--- config.mk ---
export PLATFORM = sky130hd
export DESIGN_NAME = sub_column_serial
export DESIGN_NICKNAME = d
export VERILOG_FILES = /design/src/rtl/rectangle_pkg.sv /design/src/rtl/sub_column_serial_sbox.sv /design/src/rtl/sub_column_serial.sv
export SDC_FILE = /design/constraint.sdc
export NUM_CORES = 1
export LEC_CHECK = 0
export CAP_MARGIN = 5
export CORE_ASPECT_RATIO = 1.25
export CORE_MARGIN = 3
export CORE_UTILIZATION = 25
export DETAILED_ROUTE_END_ITERATION = 10
export PLACE_DENSITY = 0.51
export SYNTH_ARGS = -nofsm -noshare
export SYNTH_HDL_FRONTEND = slang
export SYNTH_HIERARCHICAL = 1
export SYNTH_SLANG_ARGS = --single-unit
--- constraint.sdc ---
create_clock -name clk -period 3.9 [get_ports clk]
set_clock_uncertainty 0.05 [all_clocks]
set_input_delay 0.975 -clock clk [delete_from_list [all_inputs] [get_ports clk]]
set_output_delay 0.975 -clock clk [all_outputs]
set_load 0.005 [all_outputs]
--- src/rtl/rectangle_pkg.sv ---
// Shared S-box tables, FSM state encoding and lookup helper for the
// column-serial substitution layer.
package rectangle_pkg;

  typedef enum logic [1:0] {
    ST_IDLE = 2'd0,
    ST_BUSY = 2'd1,
    ST_DONE = 2'd2
  } state_e;

  // Entry i lives in nibble i (entry 0 is the least significant nibble).
  localparam logic [15:0][3:0] SBOX_FWD = 64'h24F8_D30B_97E1_AC56;
  localparam logic [15:0][3:0] SBOX_INV = 64'hD5B2_837C_601E_AF49;

  function automatic logic [3:0] sbox_lookup(input logic [3:0] nib, input logic inv);
    return inv ? SBOX_INV[nib] : SBOX_FWD[nib];
  endfunction

endpackage

--- src/rtl/sub_column_serial_sbox.sv ---
// One 4-bit S-box that serves both directions; i_dec selects the inverse table.
module sbox_enc_dec
  import rectangle_pkg::*;
(
  input  logic [3:0] i_nib,
  input  logic       i_dec,
  output logic [3:0] o_nib
);

  always_comb begin
    o_nib = sbox_lookup(i_nib, i_dec);
  end

endmodule

--- src/rtl/sub_column_serial.sv ---
// Column-serial S-box layer: LANES columns substituted per cycle, in place,
// with a ready/valid handshake on both sides.
module sub_column_serial
  import rectangle_pkg::*;
#(
  parameter int COLS  = 16,
  parameter int LANES = 4
) (
  input  logic              clk,
  input  logic              rst,
  input  logic              in_valid,
  output logic              in_ready,
  input  logic [4*COLS-1:0] in_state,
  input  logic              dec,
  output logic              out_valid,
  input  logic              out_ready,
  output logic [4*COLS-1:0] out_state
);

  localparam int GROUPS = COLS / LANES;
  localparam int CW     = (GROUPS > 1) ? $clog2(GROUPS) : 1;
  localparam int IW     = (COLS > 1) ? $clog2(COLS) : 1;
  localparam logic [CW-1:0] LAST = CW'(GROUPS - 1);

  if (COLS % LANES != 0) begin : g_bad_lanes
    $error("sub_column_serial: LANES must divide COLS");
  end

  state_e                       r_fsm;
  logic [CW-1:0]                r_cnt;
  logic                         r_dec;
  logic [3:0][COLS-1:0]         r_state;

  logic [IW-1:0]                w_base;
  logic [LANES-1:0][IW-1:0]     w_col;
  logic [LANES-1:0][3:0]        w_nib_in;
  logic [LANES-1:0][3:0]        w_nib_out;
  logic [3:0][COLS-1:0]         w_next;

  // Base column of the current group; cnt is zero whenever LANES == COLS,
  // so truncating LANES into IW bits cannot change the product.
  assign w_base = IW'(r_cnt) * IW'(LANES);

  for (genvar l = 0; l < LANES; l++) begin : g_lane
    assign w_col[l]    = w_base + IW'(l);
    assign w_nib_in[l] = {r_state[3][w_col[l]], r_state[2][w_col[l]],
                          r_state[1][w_col[l]], r_state[0][w_col[l]]};
    sbox_enc_dec u_sbox (
      .i_nib (w_nib_in[l]),
      .i_dec (r_dec),
      .o_nib (w_nib_out[l])
    );
  end

  always_comb begin
    w_next = r_state;
    for (int l = 0; l < LANES; l++) begin
      for (int r = 0; r < 4; r++) begin
        w_next[r][w_col[l]] = w_nib_out[l][r];
      end
    end
  end

  always_ff @(posedge clk) begin
    if (rst) begin
      r_fsm   <= ST_IDLE;
      r_cnt   <= '0;
      r_dec   <= 1'b0;
      r_state <= '0;
    end else begin
      case (r_fsm)
        ST_IDLE: begin
          if (in_valid) begin
            r_state <= in_state;
            r_dec   <= dec;
            r_cnt   <= '0;
            r_fsm   <= ST_BUSY;
          end
        end
        ST_BUSY: begin
          r_state <= w_next;
          // cnt parks on the last group so it never exceeds GROUPS-1
          if (r_cnt == LAST) begin
            r_fsm <= ST_DONE;
          end else begin
            r_cnt <= r_cnt + CW'(1);
          end
        end
        ST_DONE: begin
          if (out_ready) begin
            r_fsm <= ST_IDLE;
          end
        end
        default: r_fsm <= ST_IDLE;
      endcase
    end
  end

  assign in_ready  = (r_fsm == ST_IDLE);
  assign out_valid = (r_fsm == ST_DONE);
  assign out_state = r_state;

endmodule
# --- Word level (Yosys, flattened, before mapping) ---
# Memories as Yosys holds them, arrays and structs flattened.
# Cells that the tools add are included.
# Widths: inputs -> output; s select.
op_classes:
  n_eq_ne: 7
  muxes: 77
  addsub: 4
  n_reduce_logical: 10
  order_cmp: 12
ops:
  columns: ["operator", "count"]
  rows:
  - ["$bwmux 16", 16]
  - ["$pmux 64 s2", 1]
  - ["$mux 64", 1]
  - ["$bmux 1 s4", 12]
  - ["$mux 4", 12]
  - ["$lt 4x5->1 const B", 8]
  - ["$mux 1", 20]
  - ["$ge 4x1->1 const B", 4]
  - ["$demux 1 s4", 3]
  - ["$mux 2", 5]
  - ["$add 4x2->4 const B", 2]
  - ["$bmux 1 s2", 4]
  - ["$ne 2x2->1 const B", 3]
  - ["$pmux 2 s3", 1]
  - ["$reduce_and 3->1", 2]
  - ["$add 4x1->4 const B", 1]
  - ["$eq 2x2->1 const B", 2]
  - ["$logic_and 1x1->1", 4]
  - ["$pmux 2 s2", 1]
  - ["$reduce_and 2->1", 2]
  - ["$add 2x1->2 const B", 1]
  - ["$demux 1 s2", 1]
  - ["$eq 2x1->1 const B", 1]
  - ["$logic_not 2->1", 1]
  - ["2 further kinds", 2]
totals:
  mem_bits_ro: 512
  ff_bits: 69
  wordCells: 125
  in_bits: 69
  n_memories: 8
  output_inout_bits: 66
mem_list:
  columns: ["memory", "depth", "word_bits", "read_ports", "rd_clocked_by_memory_dff", "wr", "line_no", "source"]
  rows:
  - ["(name not given)", 16, 4, 1, 0, 0, "rectangle_pkg.sv:16", "return inv ? SBOX_INV[nib] : SBOX_FWD[nib];"]
  - ["(name not given)", 16, 4, 1, 0, 0, "rectangle_pkg.sv:16", null]
  - ["(name not given)", 16, 4, 1, 0, 0, "rectangle_pkg.sv:16", null]
  - ["(name not given)", 16, 4, 1, 0, 0, "rectangle_pkg.sv:16", null]
  - ["(name not given)", 16, 4, 1, 0, 0, "rectangle_pkg.sv:16", null]
  - ["(name not given)", 16, 4, 1, 0, 0, "rectangle_pkg.sv:16", null]
  - ["2 more memories", null, null, null, null, null, null, null]

# --- Longest topological paths before layout ---
# Gate-level depths: netlist (run 1).
logic_depth:
  ltp_word: 10
  depth_mapped: 12
  depth_no_buf: 10

# --- By module ---
# The synthesis (run 1) kept the hierarchy.
by_module_without_submodules:
  columns: ["mod", "area_each_um2", "seq_area_each_um2", "cells_each", "n_inst"]
  rows:
  - ["sub_column_serial", 3444.6, 1381.3, 351, 1]
  - ["sbox_enc_dec (g_lane[0].u_sbox ...)", 339.1, 0.0, 43, 3]
  - ["sbox_enc_dec (g_lane[2].u_sbox)", 311.5, 0.0, 40, 1]

# --- Least setup slack after synthesis (run 1) ---
# Ideal clock, no wire load.
synth_timing:
  path_type: "register to register"
  from: "register r_cnt[0]"
  to: "register r_state (netlist bit out_state[28])"
  path_slack_ns: 0.785
  stages_incl_launch_ff: 13
  path_buffers: 2
  arrival_time_ns: 2.947
  period_less_slack_ns: 3.115
  cell_sequence: "dfxtp_1 > buf_2 > buf_4 > mux4_2 > inv_1 > ha_1 > or2_1 > a21oi_1 > a21oi_1 > mux2_2 > and4b_1 > a21oi_1 > o2bb2ai_1"
synth_lines:
  columns: ["item", "line_no", "source"]
  rows:
  - ["start: declaration", "sub_column_serial.sv:30", "logic [CW-1:0] r_cnt;"]
  - ["start signal: assignment", "sub_column_serial.sv:86", "r_cnt <= r_cnt + CW'(1);"]
  - ["end signal: assignment", "sub_column_serial.sv:74", "r_state <= in_state;"]
  - ["end signal: assignment", "sub_column_serial.sv:81", "r_state <= w_next;"]
  - ["end: declaration", "sub_column_serial.sv:32", "logic [3:0][COLS-1:0] r_state;"]

==> flow_metrics.py, run 1 <==
metrics = {
    "run_status": {
        "status": "finished, final reports clean",
    },
    "cells_and_area": {
        "area_growth_pct": 36.5,
        "diodes": 0,
        "layout.nets": 732,
        "layout-drive-gt1-share_pct": 12.3,
        "design_area_sq_um": 6520,
    },
    "setup_path": {
        "start_kind": "flop",
        "cp.arrival_ps": 3290,
        "path_max_fanout": 19,
        "critical_path_class": "flop to flop",
        "endpoint_kind": "flop",
        "cp_data_required_time_ps": 4040,
        "r2r_slack_ps": 750,
    },
    "floorplan": {
        "pin_count": 135,
        "die_x_um": 130,
        "fp.dieH_um": 160,
        "rows": 55,
        "start_util_pct": 25.9,
        "core_area_sq_um": 18400,
        "dieArea_sq_um": 20800,
    },
    "clock_tree": {
        "cts_tree": "done",
        "clockBufferDepth": 2,
        "clkTransAtPathRegs_ps": 50,
        "cts_made_buffers": 9,
        "clock-sinks": 69,
        "ctsHoldBuffers": 0,
        "clk-insertion-delay-late_ps": 340,
        "post_cts.repair.setup_buffers": 0,
        "ctsResizeCount": 0,
        "cts_root_buffer": "clkbuf_16",
        "htree_num_levels": 3,
    },
    "drt": {
        "drc": 0,
        "wl_per_cell_um": 20.2,
        "vias": 4526,
        "ant_nets": 0,
        "dr.pass1.iters": 5,
        "drt_iter0_markers": 241,
        "viasPerCell": 5.20,
        "drt_wl_total_mm": 17.6,
    },
    "logic_synthesis": {
        "ys_types": 55,
        "syn_inst": 520,
        "ys.flop_type": "dfxtp_1",
        "synthAdderAreaFrac_pct": 6.55,
        "ys_seq_elements": 69,
        "ys_warn_count": 6,
        "ys_seq_area_share_pct": 28.9,
        "synth_top_family_by_area": "compound AO/OA/AOI/OAI gates",
        "synthSimpleGateAreaFrac_pct": 10.1,
        "synth-edff-count": 0,
        "netlist_area_sq_um": 4770,
        "postSynthAreaPerCell_sq_um": 9.18,
        "synthesis.nets": 614,
        "async_flop_share_pct": 0,
        "muxShareOfSynthArea_pct": 13.3,
        "synth-compound-area-share_pct": 27.4,
        "synth_xor_area_share_pct": 1.65,
    },
    "global_route": {
        "grt_pass1_wl_mm": 26.9,
        "grt.met2_usage_pct": 29.6,
        "grtUsageMet3_pct": 2.99,
        "grt-ovfl-total": 0,
        "grt_antenna_before_repair": 0,
        "grt_max_degree": 36,
        "gr-usage-met1_pct": 20.2,
        "grt_util_all_layers_pct": 16.7,
        "grt_pass1_vias": 4733,
        "grt_busiest_layer": "met2",
    },
    "min_path": {
        "hold_path_class": "flop to flop",
    },
    "sta": {
        "slew_headroom_pct": 17.4,
        "fin_hold_ws_ps": 436,
        "min_period_ps": 3150,
        "post-route-period-util_pct": 80.8,
        "fmax_mhz": 317,
        "finalWorstSetupSlack_ps": 748,
        "setup_viol": 0,
        "drv_slew": 0,
        "rsz0062_at_grt": "no",
        "setup_tns_ps": 0,
        "tightest_slew_ps": 1240,
        "hold_viol_final": 0,
    },
    "job": {
        "drv_cap": 0,
    },
    "place": {
        "preCtsSetupSlack_ps": 741,
        "place_area_sq_um": 6220,
        "io_buffer_count": 134,
        "hpwl_mm": 13.0,
        "globalplace.congestion": 0.855,
    },
    "pwr": {
        "ir_drop_mv": 0.219,
        "p_leak_nw": 2.34,
        "power_mw": 2.55,
        "power_density_nw_per_um2": 392,
    },
}
==> cells in the final DEF (no fill, tap or decap), types with 14 or more instances in the layout <==
cell / netlist / layout
clkdlybuf4s50_1: 0 / 134
nor2_1: 14 / 14
a21oi_1: 38 / 38
buf_4: 5 / 16
mux4_2: 21 / 21
a22oi_1: 47 / 47
o2bb2ai_1: 16 / 16
and4b_1: 16 / 16
o21ai_0: 51 / 51
inv_1: 65 / 65
dfxtp_1: 69 / 69
ha_1: 25 / 25
==> Yosys cell counts, types with 3 or more instances <==
cell	number	area, sq um
dfxtp_1	69	1380
inv_1	65	244
a21oi_1	38	190
mux2_2	8	90.1
a21boi_0	3	22.5
nand2b_1	4	25.0
ha_1	25	313
buf_12	3	60.1
nor2_2	3	18.8
a211oi_2	3	37.5
o21a_1	3	22.5
or2_1	3	18.8
mux2i_1	7	70.1
nand2_1	11	41.3
o22ai_1	3	18.8
buf_4	5	37.5
o21ai_1	11	55.1
clkbuf_1	9	33.8
xnor2_1	4	35.0
nor2b_1	6	37.5
buf_6	9	101
o32a_1	3	30.0
a32oi_1	3	26.3
a22oi_1	47	353
o2bb2ai_1	16	140
xor2_1	5	43.8
and4b_1	16	160
inv_2	4	15.0
nor2b_2	3	26.3
o21ai_0	51	255
nor2_1	14	52.6
buf_2	16	80.1
a221o_1	3	30.0
mux4_2	21	473
==> flip-flops by register name (all words and copies together), names as in the netlist <==
| signal | count |
|---|---|
| r_dec | 1 |
| out_state | 64 |
| r_fsm | 2 |
| r_cnt | 2 |
==> cells by family (layout without fill, tap and decap cells) <==
logic type | after synthesis | after routing
and+or+nand+nor | 71 | 71
adders and majority gates | 25 | 25
AOI/OAI and AO/OA | 198 | 198
DFF | 69 | 69
buffers and inverters | 112 | 234
muxes | 36 | 36
xor gates and xnor gates | 9 | 9
==> final timing paths <==
check                                    from  cells past startpoint            end
worst min-delay path            out_state[58]                      2  out_state[58]
worst min register to register  out_state[58]                      2  out_state[58]
worst max-delay path                 r_cnt[0]                     11  out_state[31]
worst max register to register       r_cnt[0]                     11  out_state[31]
==> stage by stage <==
step	instances	util [%]
4_1_cts	870	35.3
2_1_floorplan	520	-
3_3_place_gp	855	33.7
6_report	870	35.3
3_5_place_dp	855	33.7
5_1_grt	870	35.3
==> per-layer routing <==
layer  vias to the layer above  part of all wire, %
met5                         -                    0
met2                       151                   52
met3                        23                  5.1
li1                       2135                    -
met1                      2217                   41
met4                         0                  2.0
==> power by group <==
group / switching, mW / internal [mW] / total, mW
combinational: 0.457 / 0.442 / 0.899
clock: 0.307 / 0.515 / 0.822
sequential: 0.0669 / 0.767 / 0.834
==> worst max-delay path, stage by stage (launching register included) <==
cell,delay [ps]
dfxtp_1,310
buf_4,320
mux4_2,650
inv_2,140
ha_1,330
or2_1,280
a21oi_1,140
a21oi_1,50
mux2_2,320
and4b_1,210
a21oi_1,120
o2bb2ai_1,100
==> final cells by class <==
type | instances | area, sq um
inverter | 69 | 259
timing repair buffer | 150 | 1460
multi-input combinational | 339 | 2830
clock buffer | 15 | 298
tap | 228 | 285
sequential | 69 | 1380
fill | 1891 | 11900
No activity file was read; power rests on OpenSTA's default activity.
==> run 2, diff against run 1 <==
Clock period 3.9 ns to 3.15 ns, I/O delays scaled along.
==> run 2 against run 1 <==
Against the previous run:
- count of clock-buffer cells in the layout fell by 5
- utilization rose by 0.81 points
- critical endpoint is now out_state[30]
- critical path type unchanged
- largest power group unchanged
- maximum frequency rose by 5.9%
- clock power rose by 22%
- total power rose by 25%
- first-iteration DRC count rose by 32%
- via count rose by 1.3%
==> flow_metrics.py, run 2 (synthesis gave the netlist of run 1 again) <==
metrics = {
    "pwr": {
        "p_leak_nw": 2.41,
        "clkPwrFrac_pct": 31.4,
        "p_comb_share_pct": 36.5,
        "intPower_mw": 2.14,
        "power.net_switching_mw": 1.05,
        "switching_share_pct": 32.9,
        "power_density_nw_per_um2": 478,
        "seqPwrFrac_pct": 32.2,
        "ir_drop_mv": 0.237,
    },
    "floorplan": {
        "pin_count": 135,
        "fp.dieH_um": 160,
        "rows": 55,
        "die_x_um": 130,
        "dieArea_sq_um": 20800,
        "start_util_pct": 25.9,
        "core_area_sq_um": 18400,
    },
    "setup_path": {
        "cp-startpoint": "r_cnt[0]",
        "path_max_fanout": 10,
        "r2r_start": "r_cnt[0]",
        "r2r_slack_ps": 170,
        "r2r-end": "out_state[30]",
        "endpoint": "out_state[30]",
        "start_kind": "flop",
        "cp_data_required_time_ps": 3320,
        "cp.arrival_ps": 3150,
        "reg2reg_depth": 10,
        "critical_path_class": "flop to flop",
        "endpoint_kind": "flop",
    },
    "drt": {
        "viasPerCell": 5.19,
        "wl_per_cell_um": 20.5,
        "dr.pass1.iters": 5,
        "vias": 4585,
        "ant_nets": 0,
        "drc": 0,
        "drt_wl_total_mm": 18.1,
        "drt_iter0_markers": 319,
    },
    "cells_and_area": {
        "largest_reg_flops": 64,
        "area_growth_pct": 39.6,
        "final_cell_mix": "clkdlybuf4s50_1, dfxtp_1, inv_1",
        "diodes": 0,
        "layout.nets": 745,
        "mostFrequentLayoutCell": "clkdlybuf4s50_1",
        "layout-drive-gt1-share_pct": 14.5,
    },
    "sta": {
        "setup_viol": 0,
        "drv_slew": 0,
        "post-route-period-util_pct": 94.5,
        "slew_headroom_pct": 37.7,
        "rsz0062_at_grt": "no",
        "hold_viol_final": 0,
        "setup_tns_ps": 0,
        "tightest_slew_ps": 934,
        "fmax_mhz": 336,
        "fin_hold_ws_ps": 429,
        "finalWorstSetupSlack_ps": 173,
        "min_period_ps": 2980,
    },
    "place": {
        "globalplace.congestion": 0.888,
        "io_buffer_count": 134,
        "preCtsSetupSlack_ps": 124,
        "hpwl_mm": 12.8,
    },
    "clock_tree": {
        "cts_tree": "done",
        "htree_num_levels": 3,
        "clk-insertion-delay-late_ps": 330,
        "clkTransAtPathRegs_ps": 60,
        "cts_made_buffers": 9,
        "clockBufferDepth": 2,
        "clock-sinks": 69,
        "cts_root_buffer": "clkbuf_16",
    },
    "global_route": {
        "grt_util_all_layers_pct": 16.9,
        "grt_pass1_wl_mm": 27.1,
        "grt_antenna_before_repair": 0,
        "grt_pass1_vias": 4675,
        "grt_max_degree": 36,
        "grt-ovfl-total": 0,
    },
    "min_path": {
        "hold_path_class": "flop to flop",
    },
    "job": {
        "drv_cap": 0,
    },
    "run_status": {
        "status": "finished, final reports clean",
    },
}
==> run 2: worst min-delay path by stage <==
stage	slack, ps	cells after the start	start	end
2_1_floorplan	410	2	out_state[9]	out_state[9]
3_3_place_gp	420	2	out_state[22]	out_state[22]
3_5_place_dp	420	2	out_state[6]	out_state[6]
4_1_cts	430	2	out_state[6]	out_state[6]
5_1_grt	450	1	out_state[15]	out_state[15]
6_report	430	2	out_state[6]	out_state[6]
==> run 2: critical path: stages, from the launching register on <==
cell and delay [ps]:
dfxtp_2 380, buf_12 170, buf_4 120, mux4_2 600, inv_1 100, ha_1 300
a21o_2 210, mux4_2 500, and4b_1 220, a21oi_1 120, o2bb2ai_1 90
==> run 2: routing by layer <==
layer | track usage [%] | wire length, um
met5 | 0 | 0
met4 | 4.87 | 309
met3 | 2.83 | 830
met2 | 29.4 | 9280
met1 | 21.2 | 7650
==> run 2: timing repair <==
| item | 4_1_cts | 5_1_grt |
|---|---|---|
| resized for setup | 0 | 3 |
| setup endpoints to repair | 0 | 3 |
| setup buffers | 0 | 7 |
| hold buffers | 0 | 0 |
==> run 2: stage by stage <==
stage	instance area [sq um]	util, %	std cells	power (mW)
final	6670	36.1	883	3.19
after detailed placement	6270	34.0	859	2.17
after floorplan	4770	-	520	1.74
after global placement	6270	34.0	859	2.15
after CTS	6550	35.5	874	3.18
after global routing	6670	36.1	883	3.37
==> run 2: area by class of cell <==
cell class | count | area (sq um)
clock buffers | 10 | 229
clock inverters | 5 | 52.6
fillers | 1858 | 11800
inverters | 69 | 259
multi-input cells | 339 | 2840
flip-flops and latches | 69 | 1380
well taps | 228 | 285
repair buffers | 163 | 1620
==> run 2: power groups by stage <==
stage	sequential [mW]	combinational, mW	clock, mW
floorplan	1.02	0.713	0
global placement	1.05	1.10	0
detailed placement	1.05	1.12	0
CTS	1.03	1.13	1.02
global route	1.03	1.27	1.06
finish	1.03	1.16	1.00
